==> config.mk <==
export PLATFORM = sky130hd
export DESIGN_NAME = instruction_memory_loader_flat
export DESIGN_NICKNAME = d
export VERILOG_FILES = /design/src/rtl/instruction_memory_loader_if.sv /design/src/rtl/instruction_memory_loader.sv /design/src/flat_wrapper.sv
export SDC_FILE = /design/constraint.sdc
export NUM_CORES = 1
export LEC_CHECK = 0
export CAP_MARGIN = 25
export CELL_PAD_IN_SITES_DETAIL_PLACEMENT = 1
export CELL_PAD_IN_SITES_GLOBAL_PLACEMENT = 2
export CORE_MARGIN = 2
export CORE_UTILIZATION = 32
export CTS_CLUSTER_DIAMETER = 40
export DETAILED_ROUTE_END_ITERATION = 8
export PLACE_DENSITY_LB_ADDON = 0.1
export SYNTH_ARGS = -nofsm -noshare
export SYNTH_HDL_FRONTEND = slang
export SYNTH_SLANG_ARGS = --single-unit
==> constraint.sdc <==
create_clock -name i_clock -period 10.4 [get_ports i_clock]
set_input_delay 2.08 -clock i_clock [delete_from_list [all_inputs] [get_ports i_clock]]
set_output_delay 2.08 -clock i_clock [all_outputs]
set_load 0.005 [all_outputs]
==> src/rtl/instruction_memory_loader_if.sv <==
// Debug-unit byte stream in, byte-wide instruction memory write port and load status out.
interface instruction_memory_loader_if #(
    parameter int unsigned MEMORY_WIDTH = 8,
    parameter int unsigned NB_ADDR      = 32
);
    logic                    i_start;
    logic                    i_rx_valid;
    logic [MEMORY_WIDTH-1:0] i_rx_data;
    logic                    o_mem_enable;
    logic                    o_mem_write_enable;
    logic [MEMORY_WIDTH-1:0] o_mem_write_data;
    logic [NB_ADDR-1:0]      o_mem_write_addr;
    logic                    o_loading;
    logic                    o_done;
    logic                    o_error;
    logic [NB_ADDR-1:0]      o_instr_count;

    // Loader side.
    modport master (
        input  i_start, i_rx_valid, i_rx_data,
        output o_mem_enable, o_mem_write_enable, o_mem_write_data, o_mem_write_addr,
        output o_loading, o_done, o_error, o_instr_count
    );

    // Debug unit / memory side.
    modport slave (
        output i_start, i_rx_valid, i_rx_data,
        input  o_mem_enable, o_mem_write_enable, o_mem_write_data, o_mem_write_addr,
        input  o_loading, o_done, o_error, o_instr_count
    );
endinterface

==> src/rtl/instruction_memory_loader.sv <==
// Writes the debug unit's byte stream into instruction memory at consecutive addresses,
// stopping on a big-endian HALT word or when memory is full.
module instruction_memory_loader #(
    parameter int unsigned MEMORY_WIDTH   = 8,
    parameter int unsigned MEMORY_DEPTH   = 256,
    parameter int unsigned NB_ADDR        = 32,
    parameter int unsigned NB_INSTRUCTION = 4 * MEMORY_WIDTH,
    parameter logic [NB_INSTRUCTION-1:0] HALT_INSTRUCTION = 32'hFFFF_FFFF
) (
    input  logic                        i_clock,
    input  logic                        i_reset,
    instruction_memory_loader_if.master bus
);

    typedef enum logic [2:0] {
        IDLE,
        RECEIVE,
        WRITE,
        CHECK,
        DONE,
        ERROR
    } state_t;

    state_t                    state;
    logic [NB_ADDR-1:0]        addr;
    logic [NB_INSTRUCTION-1:0] word;
    logic [MEMORY_WIDTH-1:0]   byte_q;
    logic [NB_ADDR-1:0]        write_addr;
    logic                      write_enable;
    logic                      mem_enable;
    logic                      loading;
    logic                      done;
    logic                      error;
    logic [NB_ADDR-1:0]        instr_count;

    always_ff @(posedge i_clock or posedge i_reset) begin
        if (i_reset) begin
            state        <= IDLE;
            addr         <= '0;
            word         <= '0;
            byte_q       <= '0;
            write_addr   <= '0;
            write_enable <= 1'b0;
            mem_enable   <= 1'b0;
            loading      <= 1'b0;
            done         <= 1'b0;
            error        <= 1'b0;
            instr_count  <= '0;
        end else begin
            write_enable <= 1'b0;
            case (state)
                IDLE, DONE, ERROR: begin
                    if (bus.i_start) begin
                        state       <= RECEIVE;
                        addr        <= '0;
                        word        <= '0;
                        instr_count <= '0;
                        mem_enable  <= 1'b1;
                        loading     <= 1'b1;
                        done        <= 1'b0;
                        error       <= 1'b0;
                    end
                end
                // Outputs are registered, so the write strobe is launched on the accepting edge.
                RECEIVE: begin
                    if (bus.i_rx_valid) begin
                        state        <= WRITE;
                        byte_q       <= bus.i_rx_data;
                        write_addr   <= addr;
                        write_enable <= 1'b1;
                    end
                end
                WRITE: begin
                    word <= {word[NB_INSTRUCTION-MEMORY_WIDTH-1:0], byte_q};
                    addr <= addr + NB_ADDR'(1);
                    if (addr[1:0] == 2'd3) begin
                        state <= CHECK;
                    end else begin
                        state <= RECEIVE;
                    end
                end
                // HALT wins over full memory when both land on the same word.
                CHECK: begin
                    instr_count <= instr_count + NB_ADDR'(1);
                    if (word == HALT_INSTRUCTION) begin
                        state   <= DONE;
                        loading <= 1'b0;
                        done    <= 1'b1;
                    end else if (addr == NB_ADDR'(MEMORY_DEPTH)) begin
                        state   <= ERROR;
                        loading <= 1'b0;
                        error   <= 1'b1;
                    end else begin
                        state <= RECEIVE;
                    end
                end
                default: begin
                    state <= IDLE;
                end
            endcase
        end
    end

    assign bus.o_mem_enable       = mem_enable;
    assign bus.o_mem_write_enable = write_enable;
    assign bus.o_mem_write_data   = byte_q;
    assign bus.o_mem_write_addr   = write_addr;
    assign bus.o_loading          = loading;
    assign bus.o_done             = done;
    assign bus.o_error            = error;
    assign bus.o_instr_count      = instr_count;

endmodule

==> src/flat_wrapper.sv <==
// flat-port wrapper written by rule: the top's interface ports become plain ports
module instruction_memory_loader_flat 
#(
    parameter int unsigned MEMORY_WIDTH   = 8,
    parameter int unsigned MEMORY_DEPTH   = 256,
    parameter int unsigned NB_ADDR        = 32,
    parameter int unsigned NB_INSTRUCTION = 4 * MEMORY_WIDTH,
    parameter logic [NB_INSTRUCTION-1:0] HALT_INSTRUCTION = 32'hFFFF_FFFF
)
  (i_clock, i_reset, bus_i_start, bus_i_rx_valid, bus_i_rx_data, bus_o_mem_enable, bus_o_mem_write_enable, bus_o_mem_write_data, bus_o_mem_write_addr, bus_o_loading, bus_o_done, bus_o_error, bus_o_instr_count);
  instruction_memory_loader_if #(.MEMORY_WIDTH(MEMORY_WIDTH), .NB_ADDR(NB_ADDR)) bus_i ();
  input  logic i_clock;
  input  logic i_reset;
  input wire logic [$bits(bus_i.i_start)-1:0] bus_i_start;
  input wire logic [$bits(bus_i.i_rx_valid)-1:0] bus_i_rx_valid;
  input wire logic [$bits(bus_i.i_rx_data)-1:0] bus_i_rx_data;
  output wire logic [$bits(bus_i.o_mem_enable)-1:0] bus_o_mem_enable;
  output wire logic [$bits(bus_i.o_mem_write_enable)-1:0] bus_o_mem_write_enable;
  output wire logic [$bits(bus_i.o_mem_write_data)-1:0] bus_o_mem_write_data;
  output wire logic [$bits(bus_i.o_mem_write_addr)-1:0] bus_o_mem_write_addr;
  output wire logic [$bits(bus_i.o_loading)-1:0] bus_o_loading;
  output wire logic [$bits(bus_i.o_done)-1:0] bus_o_done;
  output wire logic [$bits(bus_i.o_error)-1:0] bus_o_error;
  output wire logic [$bits(bus_i.o_instr_count)-1:0] bus_o_instr_count;
  assign bus_i.i_start = bus_i_start;
  assign bus_i.i_rx_valid = bus_i_rx_valid;
  assign bus_i.i_rx_data = bus_i_rx_data;
  assign bus_o_mem_enable = bus_i.o_mem_enable;
  assign bus_o_mem_write_enable = bus_i.o_mem_write_enable;
  assign bus_o_mem_write_data = bus_i.o_mem_write_data;
  assign bus_o_mem_write_addr = bus_i.o_mem_write_addr;
  assign bus_o_loading = bus_i.o_loading;
  assign bus_o_done = bus_i.o_done;
  assign bus_o_error = bus_i.o_error;
  assign bus_o_instr_count = bus_i.o_instr_count;
  instruction_memory_loader #(.MEMORY_WIDTH(MEMORY_WIDTH), .MEMORY_DEPTH(MEMORY_DEPTH), .NB_ADDR(NB_ADDR), .NB_INSTRUCTION(NB_INSTRUCTION), .HALT_INSTRUCTION(HALT_INSTRUCTION)) u_core (.i_clock(i_clock), .i_reset(i_reset), .bus(bus_i));
endmodule
==> results.tsv, run 1 <==
metric	value	unit
grt_antenna_before_repair	0	
area_growth	27.7	%
hold_viol	0	
final_common_cell	dfrtp_1	
mostFrequentLayoutCells	dfrtp_1 (144), clkdlybuf4s50_1 (88), nand2_1 (75)	
synth-main-ff-cell	dfrtp_1	
first_pass_iters	4	
yosysSeqAreaShare	56.2	%
clkTransAtPathRegs	0.06	ns
use_met1	20.9	%
die_h	146	um
die-area	0.0212	sq mm
syn-instance-count	532	
grt_overflow	0	
skew	0.00737	ns
period_share	37.3	%
insertedDiodeCount	0	
post_cts_buffers	0	
cts_tree	done	
grt_max_degree	63	
dp.final_hpwl	10600	um
synth_edf_count	0	
status	finished clean	
yosysWarnings	0	
finalCriticalPeriod	3.88	ns
crit_fanout	27	
start_util	32.7	%
first_iter_violations	178	
cts_buffers	17	
routabilityCongestion	0.722	
p_per_area	203	mW/mm^2
yosysUniqueCellTypes	47	
synth.avg_cell_area	12.1	sq um
clock_path_buffers	2	
cp_slowest_cell	nor3b_4	
cts_resized	0	
grt_pass1_wl	27200	um
vdd_drop_max	0.123	mV
syn-num-nets	547	
endpoint_kind	register	
drive_above_1_share	14.4	%
grt_pass1_vias	4968	
crit_type	in2reg	
fp.coreArea	0.0196	sq mm
crit_arrival	4.18	ns
hp-class	reg2reg	
die_w	146	um
synth_top_area_share	56.2	%
grt_util_met2	26.2	%
crit_required	10.70	ns
cts_hold_buffers	0	
final-setup-viol-count	0	
ant_nets	0	
max_slew_margin	40.4	%
h-tree-depth	4	
vias_per_cell	5.15	
netlist.top_cell.by_area	dfrtp_1	
cp_top_family	buffers and inverters	
grt_use_total	15.9	%
crit_path_start_kind	primary input	
drc	0	
portBuffers	88	
critPathBufInv	2	
wl_per_cell	17.9	um
cts-root-buf	clkbuf_16	
num-fill-cells	2061	
grt-busiest-layer	met2	
syn_area	0.00641	sq mm
via_count	4617	
tightest_slew	0.887	ns
max_stage_delay	0.69	ns
finalMaxSlewViolations	0	
rsz0062_at_grt	false	
rows	51	
ys_ff_latch	144	
wirelength	16100	um
path_cells	clkdlybuf4s50_1, nor3b_4, buf_4, mux2_2	
gr-usage-met3	3.98	%
max_freq	0.258	GHz
cap_viol_max_count	0	
io_pins	89	
design_area	0.00819	sq mm
placedInstanceArea	0.00755	sq mm
synth_area_leaders	dfrtp_1 (56%), mux2i_1 (8.0%), mux2_2 (7.2%)	
fin_tns_setup	0	ns
clock_latency	0.42	ns
fin_nets	634	
cts.sinks	144	
p_leak	0.00378	uW
synthArstFlopShare	100	%
==> synthesized netlist by cell type (all sizes together) (2+ instances only) <==
cell / number
dfrtp: 144
a22o: 33
nand2b: 2
clkbuf: 10
ha: 3
o21ai: 6
o31ai: 4
nand3b: 3
nor2b: 2
and2: 6
and4: 12
inv: 7
nand3: 29
mux2: 41
nand2: 76
nor4: 13
o211ai: 4
nor3: 9
buf: 16
a31oi: 2
mux2i: 51
and3: 10
nand4: 29
nor2: 6
nor3b: 3
nor4b: 2
==> path summary, 6_finish.rpt <==
path / slack (ns) / cells past startpoint / endpoint / startpoint
setup / recovery: 6.52 / 4 / u_core.bus.o_mem_write_addr[20]$_DFFE_PP0P_ / bus_i_rx_valid
hold / removal: 0.48 / 1 / u_core.bus.o_mem_enable$_DFFE_PP0P_ / u_core.bus.o_mem_enable$_DFFE_PP0P_
setup reg to reg: 7.85 / 4 / u_core.bus.o_mem_write_addr[20]$_DFFE_PP0P_ / u_core.state[0]$_DFFE_PP0P_
hold reg to reg: 0.48 / 1 / u_core.bus.o_mem_enable$_DFFE_PP0P_ / u_core.bus.o_mem_enable$_DFFE_PP0P_
max in group asynchronous: 7.12 / 4 / u_core.bus.o_mem_write_addr[23]$_DFFE_PP0P_ / i_reset
min in group asynchronous: 2.12 / 2 / u_core.bus.o_instr_count[3]$_DFFE_PP0P_ / i_reset
==> registers in the layout, summed over array words and instances, names as in the netlist, 3 cells and up <==
signal / count
u_core.bus.o_mem_write_data: 8
u_core.addr: 32
u_core.bus.o_instr_count: 32
u_core.word: 32
u_core.bus.o_mem_write_addr: 32
u_core.state: 3
==> power by group <==
part           switching (uW)  total (uW)  internal [uW]
Combinational             126         271            146
Sequential               85.5         725            639
Clock                     239         665            426
==> cell type report <==
class | count | area (sq um) | share of cell area, %
sequential | 144 | 3600 | 44.0
multi-input combinational | 355 | 2640 | 32.2
timing repair buffer | 94 | 946 | 11.5
clock buffer | 22 | 484 | 5.91
tap | 265 | 332 | 4.05
clock inverter | 10 | 156 | 1.91
inverter | 7 | 31.3 | 0.382
==> kinds of logic (layout without fill, tap and decap cells) <==
group                    after synthesis  after routing  share of synthesized area (%)
flip-flops                           144            144                           56.2
multiplexers                          92             92                           15.2
buffers and inverters                 33            133                           2.83
adder cells (fa/ha/maj)                3              3                          0.585
AO/OA/AOI/OAI                         52             52                           6.48
XOR/XNOR                               1              1                          0.137
AND/OR/NAND/NOR                      207            207                           18.6
==> per-stage QoR <==
stage	instances	setup slack, ns	utilization [%]	hold slack [ns]	power, uW
final	897	6.52	41.8	0.477	1660
after floorplan	532	4.45	-	0.459	879
after global placement	864	6.08	38.4	0.455	1000
after CTS	897	6.49	41.8	0.479	1690
after detailed placement	865	6.04	38.5	0.465	1010
after global routing	897	6.38	41.8	0.510	1750
==> layer usage <==
layer  share of wire (%)  routed length (um)
met1                  48                7750
met5                   0                   0
met3                 3.4                 551
met4                 1.4                 220
met2                  47                7540
Power figures use the tool's default switching activity.
==> inputs of run 2 (changes only) <==
- clock period: 10.4 -> 4 ns (I/O delays scaled with it)
==> run 2 against run 1 <==
Compared with the run above:
- clock power rose by 140%
- flip-flop and latch count did not move
- setup slack got worse by 4.8 ns
- cell count rose by 0.11%
- count of clock-buffer cells in the layout fell by 3
- die area did not move
- register-to-register slack got worse by 6.0 ns
- largest power group unchanged
==> results.tsv, run 2 (same netlist as run 1, synthesis figures left out) <==
metric	value	unit
top_layer_used	met4	
fin_tns_setup	0	ns
cts_tree	done	
max_slew_margin	41.6	%
die_w	146	um
h-tree-depth	4	
cap_viol_max_count	0	
grt_pass1_wl	26800	um
cts.sinks	144	
status	finished clean	
finalCriticalPeriod	2.25	ns
final-setup-viol-count	0	
vdd_drop_max	0.303	mV
grt_max_degree	61	
path_cells	clkdlybuf4s50_1	
area_growth	27.3	%
critPathBufInv	1	
tightest_slew	0.871	ns
crit_required	3.20	ns
crit_path_start_kind	register	
insertedDiodeCount	0	
via_count	4599	
max_stage_delay	0.55	ns
crit_arrival	1.45	ns
cts_hold_buffers	0	
hp-class	reg2reg	
cts_buffers	17	
portBuffers	88	
p_leak	0.00374	uW
endpoint_kind	output pin	
crit_fanout	8	
fp.coreArea	0.0196	sq mm
die-area	0.0212	sq mm
p_per_area	516	mW/mm^2
cp_top_family	buffers and inverters	
setup_slack	1.75	ns
ant_nets	0	
final_common_cell	dfrtp_1	
wirelength	16000	um
clkTransAtPathRegs	0.07	ns
drive_above_1_share	14.7	%
grt_overflow	0	
vias_per_cell	5.12	
io_pins	89	
dr_wl_met3	594	um
clock_path_buffers	2	
max_freq	0.444	GHz
grt_use_total	15.8	%
cts-root-buf	clkbuf_16	
dp_slack	1.31	ns
wl_per_cell	17.8	um
drc	0	
dp.final_hpwl	10900	um
mostFrequentLayoutCells	dfrtp_1 (144), clkdlybuf4s50_1 (88), nand2_1 (75)	
grt_antenna_before_repair	0	
cp_slowest_cell	clkdlybuf4s50_1	
rows	51	
first_iter_violations	193	
skew	0.0128	ns
finalMaxSlewViolations	0	
routabilityCongestion	0.733	
cts_resized	0	
post_cts_buffers	0	
die_h	146	um
fin_nets	635	
rsz0062_at_grt	false	
wl_met2	7650	um
period_share	56.2	%
grt_pass1_vias	4959	
clock_latency	0.42	ns
wl_met1	7620	um
start_util	32.7	%
crit_type	reg2out	
first_pass_iters	4	
hold_viol	0	
run 2: cell types whose count changed in the layout (fill, tap and decap cells not counted):
cell        previous run  this run
buf_12                 0         2
buf_16                 1         0
bufinv_16              4         2
clkbuf_1               1         0
clkbuf_8               4         2
clkinv_2               4         0
clkinv_4               1         4
clkinvlp_4             1         5
inv_6                  1         3
run 2: per-stage QoR:
step / power (uW) / area (sq um) / std cells / utilization [%] / hold WS (ns)
after global placement: 2620 / 7560 / 866 / 38.6 / 0.451
final: 4210 / 8170 / 898 / 41.7 / 0.479
after global routing: 4440 / 8170 / 898 / 41.7 / 0.529
after floorplan: 2290 / 6420 / 532 / - / 0.459
after CTS: 4280 / 8170 / 898 / 41.7 / 0.490
after detailed placement: 2640 / 7560 / 866 / 38.6 / 0.474
run 2: per-layer routing:
layer / track usage [%] / vias to the layer above
li1: - / 2138
met1: 20.9 / 2376
met2: 25.6 / 72
met3: 4.42 / 13
met4: 4.26 / 0
met5: 0 / -
run 2: layout make-up:
cell class              count  area, sq um
clock buffers              19          453
clock inverters            13          151
fillers                  2112        11400
inverters                   7         30.0
multi-input cells         355         2640
flip-flops and latches    144         3600
well taps                 265          332
repair buffers             95          958
run 2: where the power goes:
part           total (uW)  switching, uW  internal [uW]
Sequential           1890            225           1660
Combinational         714            330            383
Clock                1610            653            961
Total                4210           1210           3010
run 2: path summary, 6_finish.rpt:
kind	start	to	slack, ns	cells past startpoint
worst max-delay path	u_core.bus.o_instr_count[16]$_DFFE_PP0P_	bus_o_instr_count[16]	1.75	1
worst min-delay path	u_core.bus.o_mem_enable$_DFFE_PP0P_	u_core.bus.o_mem_enable$_DFFE_PP0P_	0.48	1
worst max register to register	u_core.state[1]$_DFFE_PP0P_	u_core.addr[7]$_DFFE_PP0P_	1.86	5
worst min register to register	u_core.bus.o_mem_enable$_DFFE_PP0P_	u_core.bus.o_mem_enable$_DFFE_PP0P_	0.48	1
max in group asynchronous	i_reset	u_core.word[7]$_DFFE_PP0P_	2.36	3
min in group asynchronous	i_reset	u_core.bus.o_instr_count[9]$_DFFE_PP0P_	0.89	2
